--- src/rtl/instr_decode_stage_rv_pkg.sv ---
// Shared encodings, control-bundle payload and decode helpers for the RV32I(+M) decode stage.
package instr_decode_stage_rv_pkg;

   localparam int unsigned XLEN      = 32;
   localparam int unsigned ALU_OP_W  = 6;
   localparam int unsigned EXC_W     = 4;
   localparam int unsigned REG_IDX_W = 5;

   // Major opcodes
   localparam logic [6:0] OPC_LUI      = 7'b0110111;
   localparam logic [6:0] OPC_AUIPC    = 7'b0010111;
   localparam logic [6:0] OPC_JAL      = 7'b1101111;
   localparam logic [6:0] OPC_JALR     = 7'b1100111;
   localparam logic [6:0] OPC_BRANCH   = 7'b1100011;
   localparam logic [6:0] OPC_LOAD     = 7'b0000011;
   localparam logic [6:0] OPC_STORE    = 7'b0100011;
   localparam logic [6:0] OPC_OP_IMM   = 7'b0010011;
   localparam logic [6:0] OPC_OP       = 7'b0110011;
   localparam logic [6:0] OPC_MISC_MEM = 7'b0001111;
   localparam logic [6:0] OPC_SYSTEM   = 7'b1110011;

   localparam logic [6:0] F7_BASE   = 7'b0000000;
   localparam logic [6:0] F7_ALT    = 7'b0100000;
   localparam logic [6:0] F7_MULDIV = 7'b0000001;

   localparam logic [XLEN-1:0] INSTR_ECALL  = 32'h0000_0073;
   localparam logic [XLEN-1:0] INSTR_EBREAK = 32'h0010_0073;

   // ALU operations; MUL..REMU follow funct3 order so MUL + funct3 selects the op
   localparam logic [ALU_OP_W-1:0] ALU_OP_ADD    = 6'd0;
   localparam logic [ALU_OP_W-1:0] ALU_OP_SUB    = 6'd1;
   localparam logic [ALU_OP_W-1:0] ALU_OP_SLL    = 6'd2;
   localparam logic [ALU_OP_W-1:0] ALU_OP_SLT    = 6'd3;
   localparam logic [ALU_OP_W-1:0] ALU_OP_SLTU   = 6'd4;
   localparam logic [ALU_OP_W-1:0] ALU_OP_XOR    = 6'd5;
   localparam logic [ALU_OP_W-1:0] ALU_OP_SRL    = 6'd6;
   localparam logic [ALU_OP_W-1:0] ALU_OP_SRA    = 6'd7;
   localparam logic [ALU_OP_W-1:0] ALU_OP_OR     = 6'd8;
   localparam logic [ALU_OP_W-1:0] ALU_OP_AND    = 6'd9;
   localparam logic [ALU_OP_W-1:0] ALU_OP_SEQ    = 6'd10;
   localparam logic [ALU_OP_W-1:0] ALU_OP_MUL    = 6'd16;
   localparam logic [ALU_OP_W-1:0] ALU_OP_MULH   = 6'd17;
   localparam logic [ALU_OP_W-1:0] ALU_OP_MULHSU = 6'd18;
   localparam logic [ALU_OP_W-1:0] ALU_OP_MULHU  = 6'd19;
   localparam logic [ALU_OP_W-1:0] ALU_OP_DIV    = 6'd20;
   localparam logic [ALU_OP_W-1:0] ALU_OP_DIVU   = 6'd21;
   localparam logic [ALU_OP_W-1:0] ALU_OP_REM    = 6'd22;
   localparam logic [ALU_OP_W-1:0] ALU_OP_REMU   = 6'd23;

   localparam logic ALU_B_SOURCE_IMMEDIATE = 1'b0;
   localparam logic ALU_B_SOURCE_REG       = 1'b1;

   localparam logic [1:0] REG_SOURCE_ALU       = 2'd0;
   localparam logic [1:0] REG_SOURCE_MEMORY    = 2'd1;
   localparam logic [1:0] REG_SOURCE_IMMEDIATE = 2'd2;

   localparam logic [1:0] MEM_ACCESS_NONE      = 2'd0;
   localparam logic [1:0] MEM_ACCESS_BYTE      = 2'd1;
   localparam logic [1:0] MEM_ACCESS_HALF_WORD = 2'd2;
   localparam logic [1:0] MEM_ACCESS_WORD      = 2'd3;

   localparam logic [1:0] NEXT_PC_SRC_SEQ  = 2'd0;
   localparam logic [1:0] NEXT_PC_SRC_JAL  = 2'd1;
   localparam logic [1:0] NEXT_PC_SRC_JALR = 2'd2;
   localparam logic [1:0] NEXT_PC_SRC_B    = 2'd3;

   localparam logic [EXC_W-1:0] EXCEPTION_SUCCESS       = 4'd0;
   localparam logic [EXC_W-1:0] EXCEPTION_ILLEGAL_INSTR = 4'd1;
   localparam logic [EXC_W-1:0] EXCEPTION_ECALL         = 4'd2;
   localparam logic [EXC_W-1:0] EXCEPTION_BREAK         = 4'd3;

   // Execute control bundle
   typedef struct packed {
      logic [XLEN-1:0]      pc;
      logic [ALU_OP_W-1:0]  alu_op;
      logic                 alu_b_src;
      logic [XLEN-1:0]      alu_b_imm;
      logic                 branch_inv;
      logic [REG_IDX_W-1:0] rs1;
      logic [REG_IDX_W-1:0] rs2;
      logic [REG_IDX_W-1:0] rd;
      logic [1:0]           wr_src;
      logic [XLEN-1:0]      wr_imm;
      logic                 dmem_write;
      logic                 dmem_sext;
      logic [1:0]           dmem_access;
      logic [1:0]           next_pc_src;
      logic [19:0]          imm20;
      logic [11:0]          imm12;
      logic [EXC_W-1:0]     exception;
   } dec_ctrl_t;

   function automatic logic [XLEN-1:0] sign_extend_12_32(input logic [11:0] imm);
      return {{20{imm[11]}}, imm};
   endfunction

   // Base-variant ALU op for OP / OP_IMM funct3
   function automatic logic [ALU_OP_W-1:0] alu_op_base(input logic [2:0] f3);
      case (f3)
         3'd0:    return ALU_OP_ADD;
         3'd1:    return ALU_OP_SLL;
         3'd2:    return ALU_OP_SLT;
         3'd3:    return ALU_OP_SLTU;
         3'd4:    return ALU_OP_XOR;
         3'd5:    return ALU_OP_SRL;
         3'd6:    return ALU_OP_OR;
         default: return ALU_OP_AND;
      endcase
   endfunction

endpackage

--- src/rtl/instr_decode_stage_rv_ctrl.sv ---
// Combinational decode of one instruction word + PC into the execute control bundle.
//  i_instr   instruction word
//  i_pc      address of i_instr
//  o_ctrl_c  decoded control bundle (combinational)
module instr_ctrl_rv
   import instr_decode_stage_rv_pkg::*;
#(
   parameter int unsigned ENABLE_M      = 1,
   parameter int unsigned ENABLE_SYSTEM = 1
) (
   input  logic [XLEN-1:0] i_instr,
   input  logic [XLEN-1:0] i_pc,
   output dec_ctrl_t       o_ctrl_c
);

   logic [6:0]      w_opcode;
   logic [2:0]      w_f3;
   logic [6:0]      w_f7;
   logic [4:0]      w_rd;
   logic [XLEN-1:0] w_imm_i;
   logic [XLEN-1:0] w_imm_s;
   logic [XLEN-1:0] w_pc_plus4;
   dec_ctrl_t       w_ctrl;

   assign w_opcode   = i_instr[6:0];
   assign w_f3       = i_instr[14:12];
   assign w_f7       = i_instr[31:25];
   assign w_rd       = i_instr[11:7];
   assign w_imm_i    = sign_extend_12_32(i_instr[31:20]);
   assign w_imm_s    = sign_extend_12_32({i_instr[31:25], i_instr[11:7]});
   assign w_pc_plus4 = i_pc + 32'd4;

   // Per-opcode decode, then scrub side-effecting controls for any exception
   always_comb begin
      w_ctrl             = '0;
      w_ctrl.pc          = i_pc;
      w_ctrl.alu_op      = ALU_OP_ADD;
      w_ctrl.alu_b_src   = ALU_B_SOURCE_IMMEDIATE;
      w_ctrl.rs1         = i_instr[19:15];
      w_ctrl.rs2         = i_instr[24:20];
      w_ctrl.wr_src      = REG_SOURCE_ALU;
      w_ctrl.next_pc_src = NEXT_PC_SRC_SEQ;
      w_ctrl.imm20       = i_instr[31:12];
      w_ctrl.imm12       = i_instr[31:20];
      w_ctrl.exception   = EXCEPTION_SUCCESS;

      case (w_opcode)
         OPC_LUI, OPC_AUIPC: begin
            w_ctrl.rd     = w_rd;
            w_ctrl.wr_src = REG_SOURCE_IMMEDIATE;
            w_ctrl.wr_imm = {i_instr[31:12], 12'h000} + ((w_opcode == OPC_AUIPC) ? i_pc : 32'd0);
         end
         OPC_JAL, OPC_JALR: begin
            w_ctrl.rd          = w_rd;
            w_ctrl.wr_src      = REG_SOURCE_IMMEDIATE;
            w_ctrl.wr_imm      = w_pc_plus4;
            w_ctrl.next_pc_src = (w_opcode == OPC_JAL) ? NEXT_PC_SRC_JAL : NEXT_PC_SRC_JALR;
            if (w_opcode == OPC_JALR && w_f3 != 3'd0) w_ctrl.exception = EXCEPTION_ILLEGAL_INSTR;
         end
         OPC_BRANCH: begin
            // funct3 bit0 selects the inverted compare (BNE/BGE/BGEU)
            w_ctrl.alu_b_src   = ALU_B_SOURCE_REG;
            w_ctrl.next_pc_src = NEXT_PC_SRC_B;
            w_ctrl.branch_inv  = w_f3[0];
            w_ctrl.alu_op      = w_f3[2] ? (w_f3[1] ? ALU_OP_SLTU : ALU_OP_SLT) : ALU_OP_SEQ;
            w_ctrl.imm12       = {i_instr[31:25], i_instr[11:7]};
            if (w_f3[2:1] == 2'b01) w_ctrl.exception = EXCEPTION_ILLEGAL_INSTR;
         end
         OPC_LOAD: begin
            w_ctrl.rd          = w_rd;
            w_ctrl.wr_src      = REG_SOURCE_MEMORY;
            w_ctrl.alu_b_imm   = w_imm_i;
            w_ctrl.dmem_access = w_f3[1] ? MEM_ACCESS_WORD :
                                 (w_f3[0] ? MEM_ACCESS_HALF_WORD : MEM_ACCESS_BYTE);
            w_ctrl.dmem_sext   = !w_f3[2] && !w_f3[1];
            if (w_f3[1:0] == 2'b11 || (w_f3[2] && w_f3[1])) w_ctrl.exception = EXCEPTION_ILLEGAL_INSTR;
         end
         OPC_STORE: begin
            w_ctrl.dmem_write  = 1'b1;
            w_ctrl.alu_b_imm   = w_imm_s;
            w_ctrl.dmem_access = w_f3[1] ? MEM_ACCESS_WORD :
                                 (w_f3[0] ? MEM_ACCESS_HALF_WORD : MEM_ACCESS_BYTE);
            if (w_f3 > 3'd2) w_ctrl.exception = EXCEPTION_ILLEGAL_INSTR;
         end
         OPC_OP_IMM: begin
            w_ctrl.rd        = w_rd;
            w_ctrl.alu_b_imm = w_imm_i;
            w_ctrl.alu_op    = alu_op_base(w_f3);
            // Shift-immediates carry funct7 in the upper immediate bits
            if (w_f3 == 3'd1 && w_f7 != F7_BASE) w_ctrl.exception = EXCEPTION_ILLEGAL_INSTR;
            if (w_f3 == 3'd5) begin
               if (w_f7 == F7_ALT)       w_ctrl.alu_op    = ALU_OP_SRA;
               else if (w_f7 != F7_BASE) w_ctrl.exception = EXCEPTION_ILLEGAL_INSTR;
            end
         end
         OPC_OP: begin
            w_ctrl.rd        = w_rd;
            w_ctrl.alu_b_src = ALU_B_SOURCE_REG;
            case (w_f7)
               F7_BASE: w_ctrl.alu_op = alu_op_base(w_f3);
               F7_ALT: begin
                  if (w_f3 == 3'd0)      w_ctrl.alu_op    = ALU_OP_SUB;
                  else if (w_f3 == 3'd5) w_ctrl.alu_op    = ALU_OP_SRA;
                  else                   w_ctrl.exception = EXCEPTION_ILLEGAL_INSTR;
               end
               F7_MULDIV: begin
                  if (ENABLE_M != 0) w_ctrl.alu_op    = ALU_OP_MUL + 6'(w_f3);
                  else               w_ctrl.exception = EXCEPTION_ILLEGAL_INSTR;
               end
               default: w_ctrl.exception = EXCEPTION_ILLEGAL_INSTR;
            endcase
         end
         OPC_MISC_MEM: begin
            // FENCE retires as a no-op
            if (w_f3 != 3'd0) w_ctrl.exception = EXCEPTION_ILLEGAL_INSTR;
         end
         OPC_SYSTEM: begin
            if (ENABLE_SYSTEM == 0)          w_ctrl.exception = EXCEPTION_ILLEGAL_INSTR;
            else if (i_instr == INSTR_ECALL)  w_ctrl.exception = EXCEPTION_ECALL;
            else if (i_instr == INSTR_EBREAK) w_ctrl.exception = EXCEPTION_BREAK;
            else                             w_ctrl.exception = EXCEPTION_ILLEGAL_INSTR;
         end
         default: w_ctrl.exception = EXCEPTION_ILLEGAL_INSTR;
      endcase

      if (w_ctrl.exception != EXCEPTION_SUCCESS) begin
         w_ctrl.alu_op      = ALU_OP_ADD;
         w_ctrl.alu_b_src   = ALU_B_SOURCE_IMMEDIATE;
         w_ctrl.alu_b_imm   = '0;
         w_ctrl.branch_inv  = 1'b0;
         w_ctrl.rd          = '0;
         w_ctrl.wr_src      = REG_SOURCE_ALU;
         w_ctrl.wr_imm      = '0;
         w_ctrl.dmem_write  = 1'b0;
         w_ctrl.dmem_sext   = 1'b0;
         w_ctrl.dmem_access = MEM_ACCESS_NONE;
         w_ctrl.next_pc_src = NEXT_PC_SRC_SEQ;
      end
   end

   assign o_ctrl_c = w_ctrl;

endmodule

--- src/rtl/instr_decode_stage_rv.sv ---
// Registered RV32I(+M) decode stage: valid/ready on both sides, 2-entry (output + skid) buffering,
// flush, and a saturating count of illegal instructions handed to execute.
//  iwClk/iwnRst              clock, async active-low reset
//  iwFlush                   drop everything buffered and the same-cycle input
//  iwInValid/owInReady       fetch handshake carrying iwInstr/iwPc
//  owOutValid/iwOutReady     execute handshake carrying the or* control bundle
//  orIllegalCount            saturating count of ILLEGAL_INSTR transfers
module instr_decode_stage_rv
   import instr_decode_stage_rv_pkg::*;
#(
   parameter int unsigned ENABLE_M      = 1,
   parameter int unsigned ENABLE_SYSTEM = 1,
   parameter int unsigned ILL_CNT_W     = 16
) (
   input  logic                 iwClk,
   input  logic                 iwnRst,
   input  logic                 iwFlush,
   input  logic                 iwInValid,
   output logic                 owInReady,
   input  logic [XLEN-1:0]      iwInstr,
   input  logic [XLEN-1:0]      iwPc,
   output logic                 owOutValid,
   input  logic                 iwOutReady,
   output logic [XLEN-1:0]      orPc,
   output logic [ALU_OP_W-1:0]  orAluOp,
   output logic                 orAluBSrc,
   output logic [XLEN-1:0]      orAluBImmediate,
   output logic                 orBranchInverted,
   output logic [REG_IDX_W-1:0] orReadReg1,
   output logic [REG_IDX_W-1:0] orReadReg2,
   output logic [REG_IDX_W-1:0] orWriteReg,
   output logic [1:0]           orWriteRegSource,
   output logic [XLEN-1:0]      orWriteRegImmediate,
   output logic                 orDMemWrite,
   output logic                 orDMemSignExtend,
   output logic [1:0]           orDMemAccess,
   output logic [1:0]           orNextPcSrc,
   output logic [19:0]          orNextPcImmediate20,
   output logic [11:0]          orNextPcImmediate12,
   output logic [EXC_W-1:0]     orException,
   output logic [ILL_CNT_W-1:0] orIllegalCount
);

   dec_ctrl_t            w_dec;
   dec_ctrl_t            r_out;
   dec_ctrl_t            r_skid;
   logic                 r_out_valid;
   logic                 r_skid_valid;
   logic [ILL_CNT_W-1:0] r_ill_cnt;
   logic                 w_in_fire;
   logic                 w_out_fire;
   logic                 w_out_free;

   instr_ctrl_rv #(
      .ENABLE_M      (ENABLE_M),
      .ENABLE_SYSTEM (ENABLE_SYSTEM)
   ) u_ctrl (
      .i_instr  (iwInstr),
      .i_pc     (iwPc),
      .o_ctrl_c (w_dec)
   );

   // Ready depends only on skid occupancy, so iwOutReady never reaches owInReady combinationally
   assign owInReady  = !r_skid_valid;
   assign w_in_fire  = iwInValid && owInReady;
   assign w_out_fire = r_out_valid && iwOutReady;
   assign w_out_free = !r_out_valid || iwOutReady;

   // Output/skid buffering; skid drains first so order is preserved
   always_ff @(posedge iwClk or negedge iwnRst) begin
      if (!iwnRst) begin
         r_out        <= '0;
         r_out_valid  <= 1'b0;
         r_skid       <= '0;
         r_skid_valid <= 1'b0;
      end else if (iwFlush) begin
         r_out_valid  <= 1'b0;
         r_skid_valid <= 1'b0;
      end else if (w_out_free) begin
         if (r_skid_valid) begin
            r_out        <= r_skid;
            r_out_valid  <= 1'b1;
            r_skid_valid <= 1'b0;
         end else if (w_in_fire) begin
            r_out       <= w_dec;
            r_out_valid <= 1'b1;
         end else begin
            r_out_valid <= 1'b0;
         end
      end else if (w_in_fire) begin
         r_skid       <= w_dec;
         r_skid_valid <= 1'b1;
      end
   end

   // Saturating illegal-instruction counter; a flush cycle discards the entry, so it is not counted
   always_ff @(posedge iwClk or negedge iwnRst) begin
      if (!iwnRst) begin
         r_ill_cnt <= '0;
      end else if (!iwFlush && w_out_fire && r_out.exception == EXCEPTION_ILLEGAL_INSTR &&
                   r_ill_cnt != {ILL_CNT_W{1'b1}}) begin
         r_ill_cnt <= r_ill_cnt + ILL_CNT_W'(1);
      end
   end

   assign owOutValid          = r_out_valid;
   assign orPc                = r_out.pc;
   assign orAluOp             = r_out.alu_op;
   assign orAluBSrc           = r_out.alu_b_src;
   assign orAluBImmediate     = r_out.alu_b_imm;
   assign orBranchInverted    = r_out.branch_inv;
   assign orReadReg1          = r_out.rs1;
   assign orReadReg2          = r_out.rs2;
   assign orWriteReg          = r_out.rd;
   assign orWriteRegSource    = r_out.wr_src;
   assign orWriteRegImmediate = r_out.wr_imm;
   assign orDMemWrite         = r_out.dmem_write;
   assign orDMemSignExtend    = r_out.dmem_sext;
   assign orDMemAccess        = r_out.dmem_access;
   assign orNextPcSrc         = r_out.next_pc_src;
   assign orNextPcImmediate20 = r_out.imm20;
   assign orNextPcImmediate12 = r_out.imm12;
   assign orException         = r_out.exception;
   assign orIllegalCount      = r_ill_cnt;

endmodule

--- config.mk ---
export PLATFORM = sky130hd
export DESIGN_NAME = instr_decode_stage_rv
export DESIGN_NICKNAME = d
export VERILOG_FILES = /design/src/rtl/instr_decode_stage_rv_pkg.sv /design/src/rtl/instr_decode_stage_rv_ctrl.sv /design/src/rtl/instr_decode_stage_rv.sv
export SDC_FILE = /design/constraint.sdc
export NUM_CORES = 1
export LEC_CHECK = 0
export CORE_MARGIN = 4
export CORE_UTILIZATION = 45
export CTS_BUF_LIST = sky130_fd_sc_hd__clkbuf_4 sky130_fd_sc_hd__clkbuf_8
export CTS_CLUSTER_DIAMETER = 40
export DETAILED_ROUTE_END_ITERATION = 10
export PLACE_DENSITY = 0.65
export SETUP_SLACK_MARGIN = 0.5
export SYNTH_ARGS = -nofsm -noshare
export SYNTH_HDL_FRONTEND = slang
export SYNTH_HIERARCHICAL = 1
export SYNTH_SLANG_ARGS = --single-unit
--- constraint.sdc ---
create_clock -name iwClk -period 2.6 [get_ports iwClk]
set_input_delay 0.52 -clock iwClk [delete_from_list [all_inputs] [get_ports iwClk]]
set_output_delay 0.52 -clock iwClk [all_outputs]
set_load 0.05 [all_outputs]
==> run summary, run 1 <==
maximum VDD drop - 0.000483 V
#FFs+latches synth - 344
die area - 43300 sq um
clock sinks - 344
vias in the first global route - 14300
IO buf count - 249
reg-to-reg slack, setup - 0.71 ns
largest family of logic cells by synthesized area - multiplexers
die height - 208 um
Pwr Density - 654 nW/um^2
gpl congestion - 0.902
Final Util - 62.8%
post-synthesis adder-cell area fraction - 1.57%
post-synthesis compound-gate area fraction - 9.96%
EDFF count, synth - 0
total negative setup slack - -1.32 ns
root buf cell - clkbuf_8
H-tree depth - 3
Die W - 208 um
synth warn - 6
RSZ-0062 raised after global routing - true
grt total ovfl - 0
final hold viol count - 0
clk slew on worst S/H paths - 0.07 ns
hold crit path type - in2reg
wire length per cell - 19.8 um
# setup viols final - 18
first-pass GRT wire length - 82000 um
WS Path Type - in2reg
Placeable Area - 39600 sq um
mux cell area share after synthesis - 19.8%
hold path start - iwPc[6]
Total Routed Length - 52700 um
hold path depth - 2
post-layout power - 16.3 mW
WHS Endpoint - r_skid[137]
Post-Place Cells - 2478
largest net degree at the start of global routing - 74
TritonRoute pass-1 iters - 5
dpl ws - -1.40 ns
Slew @ Worst Pin - 0.640 ns
Synth async-reset ratio - 100%
overall routing resource usage - 23.7%
Max Freq - 361 MHz
Post-route DRC - 0
dominant synthesized flop cell - dfrtp_1
num rows - 73
Post-Syn Area - 18000 sq um
worst reg2reg path endpoint - orIllegalCount[1]
max_cap viols - 0
Critical Path Sink Type - flip-flop
Final Slew Violations - 0
CP required - 3.14 ns
Seq/Total Area, Yosys - 47.7%
Layout Cells excl Fill - 2655
I/O pins - 250
clk_skew - 0.0255 ns
CTS tree - done
cell leakage power - 11.0 nW
Max Root-Sink Buffers - 3
startpoint types - input pin
synth unique cells - 76
vias per cell - 5.30
Detail Route Antenna Nets - 0
xor/xnor cell area share of the yosys netlist - 2.14%
Post-Synth Simple-Gate Area - 11.6%
failing checks - negative setup slack
initial antenna violation count - 3
share of cells above drive strength 1 - 34.8%
max_slew headroom - 57.4%
hpwl dp - 36700 um
Arr. time, crit path - 3.31 ns
Final period util - 107%
post-route setup slack - -0.173 ns
initial drt markers - 712
clock buffer count from CTS - 66
status - complete, but fails checks
nets - 2169
Post-Syn Area per Cell - 10.7 sq um
worst reg2reg path depth - 5
area delta synth->final - 38.0%
Clock Latency Late Sink - 0.61 ns
Initial Util - 45.5%
cells after synthesis - 1682
R2R Path Start - orIllegalCount[0]
total number of vias - 14100
Crit Path Max Fanout - 3
min Tclk post-route - 2.77 ns
[worst max-delay path: stages]
cell and delay, ns:
buf_6 0.07, and3_4 0.21, and4_4 0.24, and2_4 0.15, ha_4 0.12, inv_2 0.04, fa_2 0.35, and2b_1 0.22
o31a_1 0.22, o21ai_2 0.10, o21ai_2 0.16, a31oi_2 0.11, or3_1 0.39, a31oi_2 0.17, mux2i_1 0.09, a21oi_1 0.15
[metal layers]
metal	global-route usage [%]	vias to the layer above	wire length [um]
met5	0	-	29
met4	6.61	4	1080
met1	32.6	6972	24200
li1	-	6681	-
met3	4.31	79	2310
met2	38.7	330	25000
[through the flow]
stage	hold WS [ns]	cell area, sq um
floorplan	0.224	18300
global placement	0.484	22000
detailed placement	0.493	22000
CTS	0.370	24200
global route	0.374	24900
finish	0.377	24900
[cell usage in the layout, fill, tap and decap left out, drive strengths merged, types with 4 or more instances in the layout]
master         Yosys  layout
a211oi             6       6
a21o              10      10
a21oi            192     192
a22oi             16      16
a31oi             11      11
and2              23      23
and3              14      14
and4               9       9
buf              166     282
bufinv             0       4
clkbuf            28      99
clkdlybuf4s15      0      55
clkdlybuf4s50      0      42
clkinv             0      12
clkinvlp           0       4
dfrtp            344     344
dlygate4sd2        0     130
dlymetal6s2s       0       5
ha                21      21
inv               19      22
mux2             170     170
mux2i            166     166
nand2             37      37
nand3             25      25
nand4             17      17
nor2             230     230
nor2b              4       4
nor3              16      16
nor3b              5       5
nor4              14      14
nor4b              7       7
o211ai             4       4
o21a               6       6
o21ai             22      22
o21bai             5       5
or3                5       5
xnor2             21      21
xor2              23      23
[report_power, final]
group	leakage [nW]	switching [mW]	internal, mW
clock network	0.772	2.40	3.48
registers	4.26	0.404	6.09
logic	6.00	2.61	1.30
total	11.0	5.42	10.9
[layout make-up]
cell class / count / area (sq um)
Tap cell: 525 / 657
Multi-Input combinational cell: 1127 / 9000
Timing Repair Buffer: 520 / 5070
Clock inverter: 23 / 244
Clock buffer: 96 / 1230
Fill cell: 3346 / 14700
Antenna cell: 1 / 2.50
Sequential cell: 344 / 8610
Inverter: 19 / 73.8
[Yosys cell counts (6+ instances only)]
cell      number  area (sq um)
a21oi_1      191           956
nor4_1        10          62.6
and2_1        23           144
o21ai_0       21           105
a31oi_1       11          68.8
nand2_1       35           131
nand3_1       24           120
inv_1         19          71.3
dfrtp_1      344          8610
a21o_1        10          75.1
buf_2         60           300
ha_1          21           263
nor3_1        14          70.1
xor2_1        23           201
a22oi_1       16           120
clkbuf_1      27           101
nand4_1       15          93.8
and3_1        14          87.6
mux2_2       169          1900
buf_4        103           773
xnor2_1       21           184
nor2_1       228           856
o21a_1         6          45.0
mux2i_1      166          1660
and4_1         8          70.1
[cell families (layout without fill, tap and decap cells)]
group | count (synthesis) | after routing
AOI/OAI and AO/OA | 302 | 302
xor gates and xnor gates | 44 | 44
adders and majority gates | 22 | 22
buffers and inverters | 213 | 658
DFF | 344 | 344
muxes | 336 | 336
other | 1 | 4
and+or+nand+nor | 420 | 420
[what timing repair did]
item | 4_1_cts | 5_1_grt
resized for setup | 414 | 133
buffers inserted | 29 | 18
endpoints found under the setup margin | 345 | 113
pin swaps | 56 | 54
cloned | 8 | 1
hold buffers | 1 | 0
endpoints found under the hold margin | 63 | 0
[flip-flops by register name, summed over array words and instances (netlist names)]
| register | cells |
|---|---|
| r_skid | 163 |
| orAluBImmediate | 32 |
| orPc | 32 |
| orWriteRegImmediate | 32 |
| orNextPcImmediate20 | 20 |
| orIllegalCount | 16 |
| orNextPcImmediate12 | 12 |
| orAluOp | 6 |
| orReadReg1 | 5 |
| orReadReg2 | 5 |
| orWriteReg | 5 |
| orException | 4 |
| orDMemAccess | 2 |
| orNextPcSrc | 2 |
| orWriteRegSource | 2 |
| orAluBSrc | 1 |
| orBranchInverted | 1 |
| orDMemSignExtend | 1 |
| orDMemWrite | 1 |
| owOutValid | 1 |
| r_skid_valid | 1 |
[worst max-delay path by stage]
stage,start,endpoint,slack [ns],depth (start not counted)
2_1_floorplan,iwInstr[6],orWriteRegImmediate[24],-0.81,18
3_3_place_gp,iwInstr[1],r_skid[73],-1.33,16
3_5_place_dp,iwInstr[1],r_skid[72],-1.40,15
4_1_cts,iwInstr[4],orWriteRegImmediate[24],-0.14,16
5_1_grt,iwInstr[4],orWriteRegImmediate[24],-0.27,16
6_report,iwInstr[4],orWriteRegImmediate[24],-0.17,16
Power figures use the tool's default switching activity.
==> run 2: changes to the inputs <==
--- a/config.mk
+++ b/config.mk
@@ -5,11 +5,13 @@
 export SDC_FILE = /design/constraint.sdc
 export NUM_CORES = 1
 export LEC_CHECK = 0
+export CAP_MARGIN = 0
 export CORE_MARGIN = 4
 export CORE_UTILIZATION = 45
 export CTS_BUF_LIST = sky130_fd_sc_hd__clkbuf_4 sky130_fd_sc_hd__clkbuf_8
 export CTS_CLUSTER_DIAMETER = 40
 export DETAILED_ROUTE_END_ITERATION = 10
+export GPL_ROUTABILITY_DRIVEN = 1
 export PLACE_DENSITY = 0.65
 export SETUP_SLACK_MARGIN = 0.5
 export SYNTH_ARGS = -nofsm -noshare
==> results of run 2 <==
No change in the layout: final DEF, timing and power equal those of run 1.
==> run 3: changes to the inputs <==
--- a/config.mk
+++ b/config.mk
@@ -9,7 +9,7 @@
 export CORE_MARGIN = 4
 export CORE_UTILIZATION = 45
 export CTS_BUF_LIST = sky130_fd_sc_hd__clkbuf_4 sky130_fd_sc_hd__clkbuf_8
-export CTS_CLUSTER_DIAMETER = 40
+export CTS_CLUSTER_DIAMETER = 60
 export DETAILED_ROUTE_END_ITERATION = 10
 export GPL_ROUTABILITY_DRIVEN = 1
 export PLACE_DENSITY = 0.65
==> run 3 against run 2 <==
  * The flow still finishes with violations (negative setup slack)
  * Via count decreased by 0.55%
  * Clock power fell by 6.8%
  * Utilization hardly changed
  * Highest routed layer unchanged
==> run summary, run 3 (same netlist as run 1, synthesis figures left out) <==
Layout Cells excl Fill - 2628 (-1.0%)
startpoint types - input pin
WS Path Type - in2reg
area delta synth->final - 38.0% (about the same)
worst reg2reg path endpoint - orIllegalCount[14]
RSZ-0062 raised after global routing - true
Clock Latency Late Sink - 0.65 ns (+0.04 ns)
cell leakage power - 11.5 nW (+4.4%)
root buf cell - clkbuf_8
WP buf/inv - 3 (+1)
clk slew on worst S/H paths - 0.06 ns (about the same)
total number of vias - 14000 (-0.55%)
Arr. time, crit path - 3.29 ns (-0.02 ns)
internal power - 10.7 mW (-1.3%)
post-route setup slack - -0.160 ns (+0.0132 ns)
clock sinks - 344 (unchanged)
Initial Util - 45.5% (unchanged)
Sw Share - 33.0% (-0.21 points)
status - complete, but fails checks
Max Freq - 362 MHz (+0.48%)
Critical Path Sink Type - flip-flop
Post-Place Cells - 2478 (unchanged)
dpl ws - -1.40 ns (unchanged)
# setup viols final - 17 (-1)
Top reg by flops - r_skid
Detail Route Antenna Nets - 0 (unchanged)
maximum VDD drop - 0.000587 V (+22%)
failing checks - negative setup slack
worst-path cell chain - buf_6, and3_4, and4_4, and2_4, ha_4, inv_2, fa_2, and2b_1, o31a_1, o211ai_1, buf_4, a21boi_4, o22ai_2, mux2i_1, o31ai_2, mux2_2
Die W - 208 um (unchanged)
R2R Path Start - orIllegalCount[0]
clock buffer count from CTS - 59 (-11%)
overall routing resource usage - 23.2% (-0.42 points)
max FFs per register - 163 (unchanged)
commonest non-fill, non-tap cell in the layout - dfrtp_1
CP top delay family - simple AND/OR/NAND/NOR gates
wire length per cell - 19.8 um (-0.19%)
initial drt markers - 728 (+2.2%)
die area - 43300 sq um (unchanged)
IO buf count - 249 (unchanged)
hpwl dp - 36700 um (unchanged)
share of cells above drive strength 1 - 33.8% (-0.96 points)
clk_skew - 0.0218 ns (-0.00362 ns)
CTS tree - done
final hold viol count - 0 (unchanged)
initial antenna violation count - 4 (+1)
Total Routed Length - 52000 um (-1.2%)
num rows - 73 (unchanged)
Crit Path Max Fanout - 3 (unchanged)
gpl congestion - 0.902 (unchanged)
Max Root-Sink Buffers - 3 (unchanged)
max_slew headroom - 57.5% (+0.17 points)
hold path depth - 3 (+1)
commonest cells after routing, fill and taps aside - dfrtp_1, nor2_1, buf_4
grt total ovfl - 0 (unchanged)
post-layout power - 16.0 mW (-1.6%)
I/O pins - 250 (unchanged)
slowest stage delay, CP - 0.33 ns (-0.06 ns)
Final Slew Violations - 0 (unchanged)
Flop pwr share - 40.5% (+0.6 points)
min Tclk post-route - 2.76 ns (-0.0132 ns)
CP required - 3.13 ns (about the same)
Slew @ Worst Pin - 0.637 ns (-0.00257 ns)
reg-to-reg slack, setup - 0.71 ns (about the same)
critical path depth - 16 (unchanged)
TritonRoute pass-1 iters - 7 (+2)
vias in the first global route - 14100 (-1.4%)
Clk pwr share - 34.2% (-1.9 points)
Critical Path End - r_skid[72]
worst reg2reg path depth - 5 (unchanged)
Placeable Area - 39600 sq um (unchanged)
nets - 2144 (-1.2%)
H-tree depth - 2 (-1)
Final period util - 106% (-0.51 points)
sw power - 5.30 mW (-2.2%)
first-pass GRT wire length - 80900 um (-1.4%)
die height - 208 um (unchanged)
Final Util - 62.8% (about the same)
max_cap viols - 0 (unchanged)
combinational power share - 25.2% (+1.2 points)
Post-route DRC - 0 (unchanged)
Worst Setup SP - iwInstr[1]
largest net degree at the start of global routing - 74 (unchanged)
hold crit path type - in2reg
Pwr Density - 644 nW/um^2 (-1.6%)
vias per cell - 5.32 (+0.47%)
Slowest cell on crit path - fa_2
## run 3: cell count changes in the layout (fill, tap and decap cells not counted), sizes merged, moves of 2 or more
| cell | before | now |
|---|---|---|
| dlygate4sd2 | 130 | 5 |
| dlymetal6s2s | 5 | 99 |
| clkdlybuf4s15 | 55 | 87 |
| buf | 282 | 258 |
| clkbuf | 99 | 94 |
| clkdlybuf4s50 | 42 | 47 |
| clkinv | 12 | 10 |
## run 3: worst min path at each step
stage	startpoint	endpoint	slack, ns
global route	iwInstr[29]	r_skid[13]	0.40
finish	iwPc[2]	r_skid[133]	0.42
floorplan	iwnRst	orAluBImmediate[0]	0.22
CTS	iwnRst	owOutValid	0.44
detailed placement	r_skid[25]	r_skid[25]	0.49
global placement	orIllegalCount[15]	orIllegalCount[15]	0.48
## run 3: area by class of cell
cell class,count,area [sq um]
clock inverter,18,184
timing repair buffer,502,5260
multi-input combinational,1127,8930
tap,525,657
sequential,344,8610
fill,3308,14700
inverter,19,71.3
clock buffer,91,1180
antenna,2,5.00
## run 3: power groups by stage
stage	Clock (mW)	Combinational, mW	Sequential (mW)
after global placement	0	4.05	6.56
after CTS	5.63	4.06	6.51
after floorplan	0	1.12	7.96
after global routing	5.89	4.29	6.59
final	5.48	4.05	6.50
after detailed placement	0	4.09	6.60
## run 3: layer usage
metal	share of wire (%)	track usage (%)
met4	1.7	5.89
met5	0.063	0
met1	46	32.2
met2	48	38.1
met3	4.6	4.22
## run 3: repair_timing
action                                  CTS  global route
gates resized for setup                 328           206
endpoints found under the setup margin  341           274
endpoints found under the hold margin    63             0
pin swaps                                53            63
hold buffers                              1             0
setup buffers                            11            18
cloned                                    6             3
## run 3: per-stage QoR
step | setup TNS, ns | hold WS [ns] | area (sq um)
6_report | -1.37 | 0.423 | 24900
5_1_grt | -3.96 | 0.399 | 24900
4_1_cts | -0.253 | 0.440 | 24000
3_5_place_dp | -93.32 | 0.493 | 22000
2_1_floorplan | -18.25 | 0.224 | 18300
3_3_place_gp | -92.51 | 0.484 | 22000
## run 3: worst reg2reg max path, cell delays in order, from the launching register on
cell and delay, ns:
dfrtp_1 0.42, ha_1 0.23, nand3_1 0.23, nand4b_1 0.37
nor4_1 0.39, xor2_1 0.17
